**src/rtl/uart_line_reader_pkg.sv**
```systemverilog
// Shared ASCII constants, state encodings and helpers for the UART line reader.
// The ECHO state exists only when UART_LINE_ECHO_EN is defined.
package uart_line_reader_pkg;

    localparam logic [7:0] CH_CR       = 8'h0D;
    localparam logic [7:0] CH_LF       = 8'h0A;
    localparam logic [7:0] CH_BS       = 8'h08;
    localparam logic [7:0] CH_DEL      = 8'h7F;
    localparam logic [7:0] CH_SP       = 8'h20;
    localparam logic [7:0] CH_PRINT_LO = 8'h20;
    localparam logic [7:0] CH_PRINT_HI = 8'h7E;

`ifdef UART_LINE_ECHO_EN
    typedef enum logic [1:0] {
        ST_COLLECT = 2'd0,
        ST_DONE    = 2'd1,
        ST_ECHO    = 2'd2
    } state_t;

    typedef enum logic [1:0] {
        EK_CHAR = 2'd0,
        EK_BS   = 2'd1,
        EK_TERM = 2'd2
    } echo_kind_t;
`else
    typedef enum logic [0:0] {
        ST_COLLECT = 1'b0,
        ST_DONE    = 1'b1
    } state_t;
`endif

    function automatic logic is_print(input logic [7:0] b);
        return (b >= CH_PRINT_LO) && (b <= CH_PRINT_HI);
    endfunction

endpackage

```
**src/rtl/uart_line_mem.sv**
```systemverilog
// Line character store: one synchronous write port, one asynchronous read port.
module uart_line_mem #(
    parameter int DEPTH = 32,
    parameter int AW    = $clog2(DEPTH)
) (
    input  logic          clk,
    input  logic          i_we,
    input  logic [AW-1:0] i_waddr,
    input  logic [7:0]    i_wdata,
    input  logic [AW-1:0] i_raddr,
    output logic [7:0]    o_rdata
);

    logic [7:0] r_mem [DEPTH];

    always_ff @(posedge clk) begin
        if (i_we) r_mem[i_waddr] <= i_wdata;
    end

    assign o_rdata = r_mem[i_raddr];

endmodule

```
**src/rtl/uart_line_reader.sv**
```systemverilog
// Pops RX bytes, edits them into a line buffer and presents completed lines.
// Define UART_LINE_ECHO_EN to add the echo port and its ECHO state.
module uart_line_reader
    import uart_line_reader_pkg::*;
#(
    parameter int LINE_MAX = 32,
    parameter int LW       = $clog2(LINE_MAX)
) (
    input  logic          clk,
    input  logic          resetn,
    input  logic          rx_empty,
    input  logic [7:0]    rx_data,
    output logic          rx_get,
    output logic          line_valid,
    output logic [LW:0]   line_len,
    output logic          line_ovf,
    input  logic [LW-1:0] rd_idx,
    output logic [7:0]    rd_char,
    input  logic          line_ack
`ifdef UART_LINE_ECHO_EN
    ,
    output logic          echo_valid,
    output logic [7:0]    echo_data,
    input  logic          echo_ready
`endif
);

    localparam logic [LW:0] LEN_MAX = (LW+1)'(LINE_MAX);

    state_t      r_state, w_next;
    logic [LW:0] r_len;
    logic        r_ovf;
    logic        w_pop, w_print, w_bs, w_term;
    logic        w_store, w_drop, w_del, w_end, w_ack;
    logic [7:0]  w_mem_rd;

    // Bytes are only consumed while collecting; everything else waits upstream.
    assign w_pop   = resetn && (r_state == ST_COLLECT) && !rx_empty;
    assign w_print = is_print(rx_data);
    assign w_bs    = (rx_data == CH_BS) || (rx_data == CH_DEL);
    assign w_term  = (rx_data == CH_CR) || (rx_data == CH_LF);
    assign w_store = w_pop && w_print && (r_len < LEN_MAX);
    assign w_drop  = w_pop && w_print && (r_len >= LEN_MAX);
    assign w_del   = w_pop && w_bs && (r_len != '0);
    assign w_end   = w_pop && w_term && ((r_len != '0) || r_ovf);
    assign w_ack   = (r_state == ST_DONE) && line_ack;

    assign rx_get     = w_pop;
    assign line_valid = (r_state == ST_DONE);
    assign line_len   = r_len;
    assign line_ovf   = r_ovf;
    assign rd_char    = ({1'b0, rd_idx} < r_len) ? w_mem_rd : 8'h00;

    uart_line_mem #(.DEPTH(LINE_MAX), .AW(LW)) u_mem (
        .clk     (clk),
        .i_we    (w_store),
        .i_waddr (r_len[LW-1:0]),
        .i_wdata (rx_data),
        .i_raddr (rd_idx),
        .o_rdata (w_mem_rd)
    );

`ifdef UART_LINE_ECHO_EN
    echo_kind_t r_kind;
    logic [7:0] r_ech;
    logic [1:0] r_step;
    logic       w_xfer, w_last;

    assign echo_valid = (r_state == ST_ECHO);
    assign w_xfer     = echo_valid && echo_ready;

    always_comb begin
        echo_data = CH_BS;
        w_last    = 1'b0;
        case (r_kind)
            EK_CHAR: begin
                echo_data = r_ech;
                w_last    = 1'b1;
            end
            EK_BS: begin
                echo_data = (r_step == 2'd1) ? CH_SP : CH_BS;
                w_last    = (r_step == 2'd2);
            end
            default: begin
                echo_data = (r_step == 2'd0) ? CH_CR : CH_LF;
                w_last    = (r_step == 2'd1);
            end
        endcase
    end

    always_ff @(posedge clk) begin
        if (!resetn) begin
            r_kind <= EK_CHAR;
            r_ech  <= 8'h00;
            r_step <= 2'd0;
        end else if (w_store || w_del || w_end) begin
            r_kind <= w_store ? EK_CHAR : (w_del ? EK_BS : EK_TERM);
            r_ech  <= rx_data;
            r_step <= 2'd0;
        end else if (w_xfer) begin
            r_step <= r_step + 2'd1;
        end
    end
`endif

    always_ff @(posedge clk) begin
        if (!resetn) r_state <= ST_COLLECT;
        else         r_state <= w_next;
    end

    always_comb begin
        w_next = r_state;
        case (r_state)
            ST_COLLECT: begin
`ifdef UART_LINE_ECHO_EN
                if (w_store || w_del || w_end) w_next = ST_ECHO;
`else
                if (w_end) w_next = ST_DONE;
`endif
            end
            ST_DONE: if (line_ack) w_next = ST_COLLECT;
`ifdef UART_LINE_ECHO_EN
            ST_ECHO: if (w_xfer && w_last) w_next = (r_kind == EK_TERM) ? ST_DONE : ST_COLLECT;
`endif
            default: w_next = ST_COLLECT;
        endcase
    end

    always_ff @(posedge clk) begin
        if (!resetn) begin
            r_len <= '0;
            r_ovf <= 1'b0;
        end else if (w_ack) begin
            r_len <= '0;
            r_ovf <= 1'b0;
        end else begin
            if (w_store)    r_len <= r_len + 1'b1;
            else if (w_del) r_len <= r_len - 1'b1;
            if (w_drop)     r_ovf <= 1'b1;
        end
    end

endmodule

```
**config.mk**
```make
export PLATFORM = sky130hd
export DESIGN_NAME = uart_line_reader
export DESIGN_NICKNAME = d
export VERILOG_FILES = /design/src/rtl/uart_line_reader_pkg.sv /design/src/rtl/uart_line_mem.sv /design/src/rtl/uart_line_reader.sv
export SDC_FILE = /design/constraint.sdc
export NUM_CORES = 1
export LEC_CHECK = 0
export CAP_MARGIN = 20
export CORE_MARGIN = 5
export CORE_UTILIZATION = 30
export CTS_CLUSTER_SIZE = 24
export DETAILED_ROUTE_END_ITERATION = 7
export GPL_ROUTABILITY_DRIVEN = 0
export MAX_ROUTING_LAYER = met4
export PLACE_DENSITY = 0.55
export REMOVE_ABC_BUFFERS = 1
export SLEW_MARGIN = 10
export SYNTH_ARGS = -nofsm -noshare
export SYNTH_HDL_FRONTEND = slang
export SYNTH_HIERARCHICAL = 1
export SYNTH_SLANG_ARGS = --single-unit
```
**constraint.sdc**
```tcl
create_clock -name clk -period 3.2 [get_ports clk]
set_clock_uncertainty 0.05 [all_clocks]
set_input_delay 0.48 -clock clk [delete_from_list [all_inputs] [get_ports clk]]
set_output_delay 0.48 -clock clk [all_outputs]
set_load 0.01 [all_outputs]
```
Word-level counts from Yosys, hierarchy flattened
Memories as Yosys holds them, arrays and structs flattened. Cells that the tools add are included.

Mux-type cells: 8. Add/subtract/negate cells: 2. Bitwise operators: 2. $lt $le $gt $ge: 5. Eq/ne operators: 4. Reductions and logical operators: 18.

Operator list (count): 8-bit by 4-bit == test with 1-bit output, second input constant (3); 6-bit two-way mux (2); 1-bit logical AND (11); 8-bit by 7-bit == test with 1-bit output, second input constant (1); 8-bit by 6-bit greater-or-equal comparator with 1-bit output, second input constant (1); 8-bit by 7-bit <= comparator with 1-bit output, second input constant (1); 8-bit two-way mux (1); 6-bit by 1-bit adder with 6-bit output, second input constant (1); 6-bit greater-or-equal comparator, second input constant (1); 5-bit by 6-bit less-than comparator with 1-bit output (1); 6-bit less-than comparator, second input constant (1); 6-bit nonzero test (1); 6-bit by 1-bit subtractor with 6-bit output, second input constant (1); 1-bit two-way mux (4); 1-bit logical OR (3); 1-bit inverter (2); 1-bit case mux with 2 select lines (1); 2-bit nonzero test (1); 2-bit OR reduction (1); 1-bit logical NOT (1).

Bits in registers: 8. Input bits: 17. Bits in writable memories: 256. Memories kept: 1.

Memory list: u_mem.r_mem (depth 32, bits a word 8, read ports 1, clocked after memory_dff 0, write ports 1, RTL line uart_line_mem.sv:14) `logic [7:0] r_mem [DEPTH];`.

Depth between registers and ports, before layout
Gate-level depths: netlist of the first run.

Word-level depth: 7. Depth in mapped cells: 11.

By module
The synthesis of the first run kept the hierarchy.

Modules (own cells, without submodules): uart_line_mem (area each 9893.2 sq um, instances 1, cells an instance 409); uart_line_reader (area each 792.0 sq um, instances 1, cells an instance 96).

Least setup slack after synthesis of the first run
Ideal clock, no wire load.

Path type: input to register. Start: input port resetn. End: memory u_mem.r_mem[28][0] (enable). Required time: 2780 ps. Arrival: 2661 ps. Path slack: 119 ps. Cell stages on the path: 8. Buffers on the path: 2. Cells stage by stage: nor3b_4 o311ai_0 or2_2 buf_2 inv_1 or3b_2 clkbuf_1 nor2_1.

Cells in the longest elaborated chain, start to end: 6.

RTL lines: start: declaration (RTL line uart_line_reader.sv:10) `input logic resetn,`; 1-bit logical AND (2 in series) (RTL line uart_line_reader.sv:38) `assign w_pop = resetn && (r_state == ST_COLLECT) && !rx_empty;`; 1-bit logical AND (2 in series) (RTL line uart_line_reader.sv:42) `assign w_store = w_pop && w_print && (r_len < LEN_MAX);`; net w_store (RTL line uart_line_reader.sv:34) `logic w_store, w_drop, w_del, w_end, w_ack;`; 1-bit two-way mux (RTL line uart_line_mem.sv:17) `if (i_we) r_mem[i_waddr] <= i_wdata;`; 1-bit two-way mux (implied by the code) (RTL line uart_line_mem.sv:17); end: declaration (RTL line uart_line_mem.sv:14).

The timed path passes the listed nets, and every way through them passes these cells.

Worst setup path in the final report of the first run
Start: memory u_mem.r_mem[4][1]. End: output port rd_char[1].

Cells in the longest elaborated chain, start to end: 2.

RTL lines: memory 32 x 8 bit; net w_mem_rd[1] (RTL line uart_line_reader.sv:35) `logic [7:0] w_mem_rd;`; 8-bit two-way mux (RTL line uart_line_reader.sv:52) `assign rd_char = ({1'b0, rd_idx} < r_len) ? w_mem_rd : 8'h00;`; end: declaration (RTL line uart_line_reader.sv:18) `output logic [7:0] rd_char,`.

The timed path passes the listed nets, and every way through them passes these cells.

==> flow_metrics.tcl, run 1 <==
set metrics [dict create \
    status "finished, final reports clean" \
    cts_buffers 28 \
    yosys_most_used_dff "edfxtp_1" \
    viasPerCell 4.89 \
    power.density_nw_per_um2 569 \
    synth-edff-count 256 \
    max_cap_violations 0 \
    synthArstFlopShare_pct 0 \
    grt_pass1_wl_mm 38.2 \
    hpwl_mm 17.3 \
    worst_setup_path_start_kind "flop" \
    ys_ff_latch 264 \
    cts_setup_buffers 0 \
    routed_wirelength_mm 25.4 \
    vias 5400 \
    cp_slowest_cell "mux4_2" \
    root_buffer "clkbuf_16" \
    die_area_sq_um 39500 \
    crit_type "flop to output pin" \
    start_util_pct 30.2 \
    yosys_warnings 6 \
    num-fill-cells 3248 \
    rsz0062_at_grt "no" \
    syn_area_sq_um 10700 \
    drcViolationCount 0 \
    maxSlewHeadroom_pct 40.1 \
    grt_max_degree 36 \
    antenna_found_initial 0 \
    max_stage_delay_ns 0.52 \
    peakVddDrop_mv 0.393 \
    core_region_area_sq_um 35400 \
    first_pass_iters 5 \
    fin_crit_sh_pct 96.6 \
    antenna_left 0 \
    cts_tree "done" \
    report.final.slew_viol_count 0 \
    endpoint_kind "output pin" \
    syn-instance-count 505 \
    syn_avg_cell_area_sq_um 21.2 \
    post_drt_wl_per_cell_um 23.0 \
    seq_area_sq_um 7850 \
    tightest_slew_ns 0.895 \
    floorplan.rows 69 \
    die_y_um 199 \
    cts_hold_buf 0 \
    synth_top_area_share_pct 71.9 \
    fin_area_sq_um 13100 \
    synth.top_cells.by_count "256 x edfxtp_1, 80 x mux4_2, 39 x nor2_1" \
    clk_pin_slew_ns 0.06 \
    crit_path_frequent_cell "mux4_2" \
    final-hold-violation-count 0 \
    arrival_ns 2.56 \
    utilization_pct 36.9 \
    portBuffers 33 \
    syn_to_final_growth_pct 22.4 \
    period_needed_ns 3.09 \
    drtIter0Drc 372 \
    cts_buffer_depth 3 \
    p_leak_nw 4.19 \
    path_cells "mux4_2, mux4_2, mux2_2, a21boi_2, buf_2" \
    yosysTopAreaCell "edfxtp_1" \
    yosys.cell_count.top_type "edfxtp_1" \
    fmax_mhz 323 \
    fin_nets 648 \
    crit_buf_inv 1 \
    ys_seq_area_share_pct 73.4 \
    dp.cells 1053 \
    cts_htree_levels 1 \
    io_pins 34 \
    hp-class "flop to flop" \
    multi_input_area_sq_um 2730 \
    numClockSinks 264 \
    grt_pass1_vias 5751 \
    drive_above_1_share_pct 36.3 \
    die_width_um 199 \
    crit_fanout 1 \
    final_cells 1105 \
    diodes 0 \
    worst_hold_slack_ns 0.486 \
    finalSetupViolCount 0 \
    synth_area_leaders "edfxtp_1 72%, mux4_2 17%, dfxtp_1 1.5%" \
    grt_use_total_pct 13.4 \
    synth.distinct_cells 45 \
    dpl_cell_area_sq_um 12200 \
    overflow 0 \
    clock_latency_ns 0.53 \
    required_ns 2.67 \
    crit_family "multiplexers" \
]
-- report_power, final --
group,leakage [nW],switching (W),internal [W]
clock network,0.434,0.00129,0.00181
logic,1.39,0.000282,0.000252
registers,2.37,0.00000420,0.00380
-- cells in the final DEF, fill, tap and decap left out, types with 8 or more instances in the layout --
cell type        synthesis  final
edfxtp_1               256    256
buf_12                   0     12
buf_2                    2      9
mux2_2                   8      8
nor2_1                  39     38
clkbuf_16                0     29
buf_4                    6     62
ha_1                     8      8
clkdlybuf4s50_1          0     22
dfxtp_1                  8      8
mux4_2                  80     80
-- timing repair --
item	in CTS	in global routing
hold endpoints to repair	0	0
pin swaps	0	0
endpoints found under the setup margin	8	5
resized for setup	47	5
-- stage by stage --
step	setup WS [ns]	setup TNS [ns]	total power (W)
3_3_place_gp	-0.534	-42.55	0.00441
4_1_cts	0.00125	0	0.00752
5_1_grt	0.00920	0	0.00770
2_1_floorplan	0.254	0	0.00409
3_5_place_dp	-0.492	-43.21	0.00442
6_report	0.108	0	0.00744
-- sequential cells by signal (all words and copies together), names as in the netlist --
signal / flops
u_mem/r_mem: 256
line_len: 6
line_valid: 1
line_ovf: 1
-- worst min-delay path: stages, from the launching register on --
cell,delay (ns)
dfxtp_1,0.37
a21oi_1,0.05
nor2_1,0.08
-- per-layer routing --
layer	GRT usage, %	wire length [um]	vias up
li1	-	-	2361
met3	1.85	1190	28
met1	19.2	11800	2860
met2	20.4	12000	151
met5	-	0	-
met4	3.01	422	0
-- logic make-up after synthesis --
family | count (synthesis) | synth area share (%)
fa+ha+maj | 9 | 1.12
simple gates | 78 | 3.85
flops | 264 | 73.4
xor+xnor | 1 | 0.0820
mux | 88 | 17.7
buf+inv | 28 | 1.29
compound gates | 37 | 2.51
-- path summary, 6_finish.rpt --
check / from / endpoint / slack (ns) / cells after the start
hold / removal: line_ovf$_SDFFE_PP0P_ / line_ovf$_SDFFE_PP0P_ / 0.49 / 2
setup reg to reg: line_valid$_SDFF_PN0_ / u_mem/r_mem[2][0]$_DFFE_PP_ / 0.36 / 7
setup / recovery: u_mem/r_mem[4][1]$_DFFE_PP_ / rd_char[1] / 0.11 / 5
hold reg to reg: line_ovf$_SDFFE_PP0P_ / line_ovf$_SDFFE_PP0P_ / 0.49 / 2
-- final cells by class --
| class | instances | share of cell area [%] |
|---|---|---|
| Clock buffer | 32 | 5.63 |
| Clock inverter | 20 | 1.21 |
| Inverter | 7 | 0.201 |
| Multi-Input combinational cell | 213 | 20.9 |
| Sequential cell | 264 | 60.0 |
| Tap cell | 461 | 4.41 |
| Timing Repair Buffer | 108 | 7.66 |
No activity file was read; power rests on OpenSTA's default activity.
==> run 2, diff against run 1 <==
- CORE_MARGIN: 5 -> not set
==> run 2 against run 1 <==
Against the previous run:
- flip-flop and latch count did not move
- largest power group unchanged
- worst setup slack got worse by 0.048 ns
- final cell count shrank 2.4%
- highest routed layer unchanged
- count of clock-buffer cells in the layout grew 7
- total power decreased by 3.6%
- combinational power shrank 3%
- critical path type unchanged
- die area is 7.9% lower
- non-clock buffer count shrank 16
==> flow_metrics.tcl, run 2 (synthesized netlist as in run 1, its figures left out) <==
set metrics [dict create \
    use_met3_pct 2.36 \
    period_needed_ns 3.14 \
    required_ns 2.67 \
    drtIter0Drc 473 \
    endpoint_kind "output pin" \
    cts_htree_levels 1 \
    drcViolationCount 0 \
    p_leak_nw 4.04 \
    antenna_found_initial 0 \
    grt_pass1_wl_mm 37.3 \
    pre_cts_slack_ns -0.433 \
    status "finished, final reports clean" \
    diodes 0 \
    start_util_pct 30.7 \
    clock_latency_ns 0.52 \
    busiest_layer "met2" \
    root_buffer "clkbuf_16" \
    cts_tree "done" \
    worst_setup_path_start_kind "flop" \
    fin_crit_sh_pct 98.1 \
    syn_to_final_growth_pct 19.8 \
    cts_buffer_depth 3 \
    clk_pin_slew_ns 0.06 \
    worst_hold_slack_ns 0.489 \
    hpwl_mm 16.8 \
    vias 5429 \
    dp.cells 1027 \
    grt_max_degree 36 \
    layout.cells.most_common "edfxtp_1" \
    cts_hold_buf 0 \
    crit_family "multiplexers" \
    max_cap_violations 0 \
    crit_buf_inv 1 \
    use_met2_pct 23.0 \
    die_width_um 191 \
    finalSetupViolCount 0 \
    crit_type "flop to output pin" \
    arrival_ns 2.61 \
    largest_reg_flops 256 \
    grt_pass1_vias 5558 \
    routed_wirelength_mm 25.4 \
    tightest_slew_ns 1.00 \
    antenna_left 0 \
    viasPerCell 5.04 \
    report.final.slew_viol_count 0 \
    grt_use_total_pct 14.6 \
    final.setup.worst_slack_ns 0.0598 \
    hp-class "flop to flop" \
    portBuffers 33 \
    rsz0062_at_grt "no" \
    drive_above_1_share_pct 31.5 \
    p_total_w 0.00718 \
    first_pass_iters 7 \
    cp_slowest_cell "mux4_2" \
    overflow 0 \
    io_pins 34 \
    regMostFlops "u_mem/r_mem" \
    path_cells "mux4_2, mux4_2, mux2_2, a21boi_1, clkdlybuf4s15_1" \
    crit_path_frequent_cell "mux4_2" \
    die_y_um 191 \
    fin_nets 631 \
    fmax_mhz 318 \
    maxSlewHeadroom_pct 33.0 \
    final_cells 1078 \
    met1_usage_pct 20.2 \
    totalNegativeSetupSlack_ns 0 \
    power.density_nw_per_um2 561 \
    cts_buffers 27 \
    crit_fanout 1 \
    post_drt_wl_per_cell_um 23.6 \
    peakVddDrop_mv 0.366 \
    core_region_area_sq_um 34800 \
    final_cell_mix "256 x edfxtp_1, 80 x mux4_2, 50 x buf_4" \
    final-hold-violation-count 0 \
    die_area_sq_um 36400 \
    floorplan.rows 68 \
    max_stage_delay_ns 0.53 \
    numClockSinks 264 \
]
-- run 2: cell types whose count changed in the layout (fill, tap and decap cells not counted), moves of 3 or more --
cell,delta
clkdlybuf4s15_1,+3
clkbuf_1,+9
a21boi_2,-7
clkinv_1,-4
clkinv_2,-4
clkinvlp_4,-3
a21boi_0,+6
buf_2,-6
clkbuf_2,+3
buf_4,-12
buf_12,-5
-- run 2: metal layers --
layer | wire [um] | share of wire [%] | up-vias
li1 | - | - | 2330
met1 | 11400 | 45 | 2912
met2 | 12300 | 48 | 158
met3 | 1290 | 5.1 | 29
met4 | 379 | 1.5 | 0
met5 | 0 | 0 | -
-- run 2: cell type report --
class,instances,area (sq um)
sequential,264,7850
clock inverter,8,68.8
tap,455,569
multi-input combinational,213,2700
clock buffer,39,721
timing repair buffer,92,871
fill,3115,22000
inverter,7,26.3
-- run 2: stage by stage --
stage	utilization [%]	area, sq um
5_1_grt	36.8	12800
4_1_cts	36.9	12800
6_report	36.8	12800
3_5_place_dp	34.4	12000
3_3_place_gp	34.4	12000
2_1_floorplan	-	10600
-- run 2: worst reg2reg max path, cell delays in order, from the launching register on --
cell and delay [ns]:
dfxtp_1 0.35, nor3b_4 0.27, o311ai_1 0.16, or2_2 0.38, inv_1 0.21, nand3b_1 0.18
buf_4 0.19, nor2_1 0.77
-- run 2: worst paths after layout --
check                                             startpoint                           end  slack, ns  depth (start not counted)
worst max register to register         line_valid$_SDFF_PN0_  u_mem/r_mem[22][1]$_DFFE_PP_       0.26                          7
worst min-delay path                   line_valid$_SDFF_PN0_         line_valid$_SDFF_PN0_       0.49                          2
worst max-delay path            u_mem/r_mem[15][3]$_DFFE_PP_                    rd_char[3]       0.06                          5
worst min register to register         line_valid$_SDFF_PN0_         line_valid$_SDFF_PN0_       0.49                          2
-- run 2: where the power goes --
part | switching, W | internal, W | leakage [nW] | total [W]
combinational | 0.000276 | 0.000241 | 1.29 | 0.000517
sequential | 0.00000620 | 0.00380 | 2.37 | 0.00380
clock | 0.00122 | 0.00164 | 0.383 | 0.00286
-- run 2: timing repair --
item                                    in CTS  in global routing
gates cloned                                 2                  0
endpoints found under the setup margin       8                  6
setup buffers                                2                  0
resized for setup                           27                  7
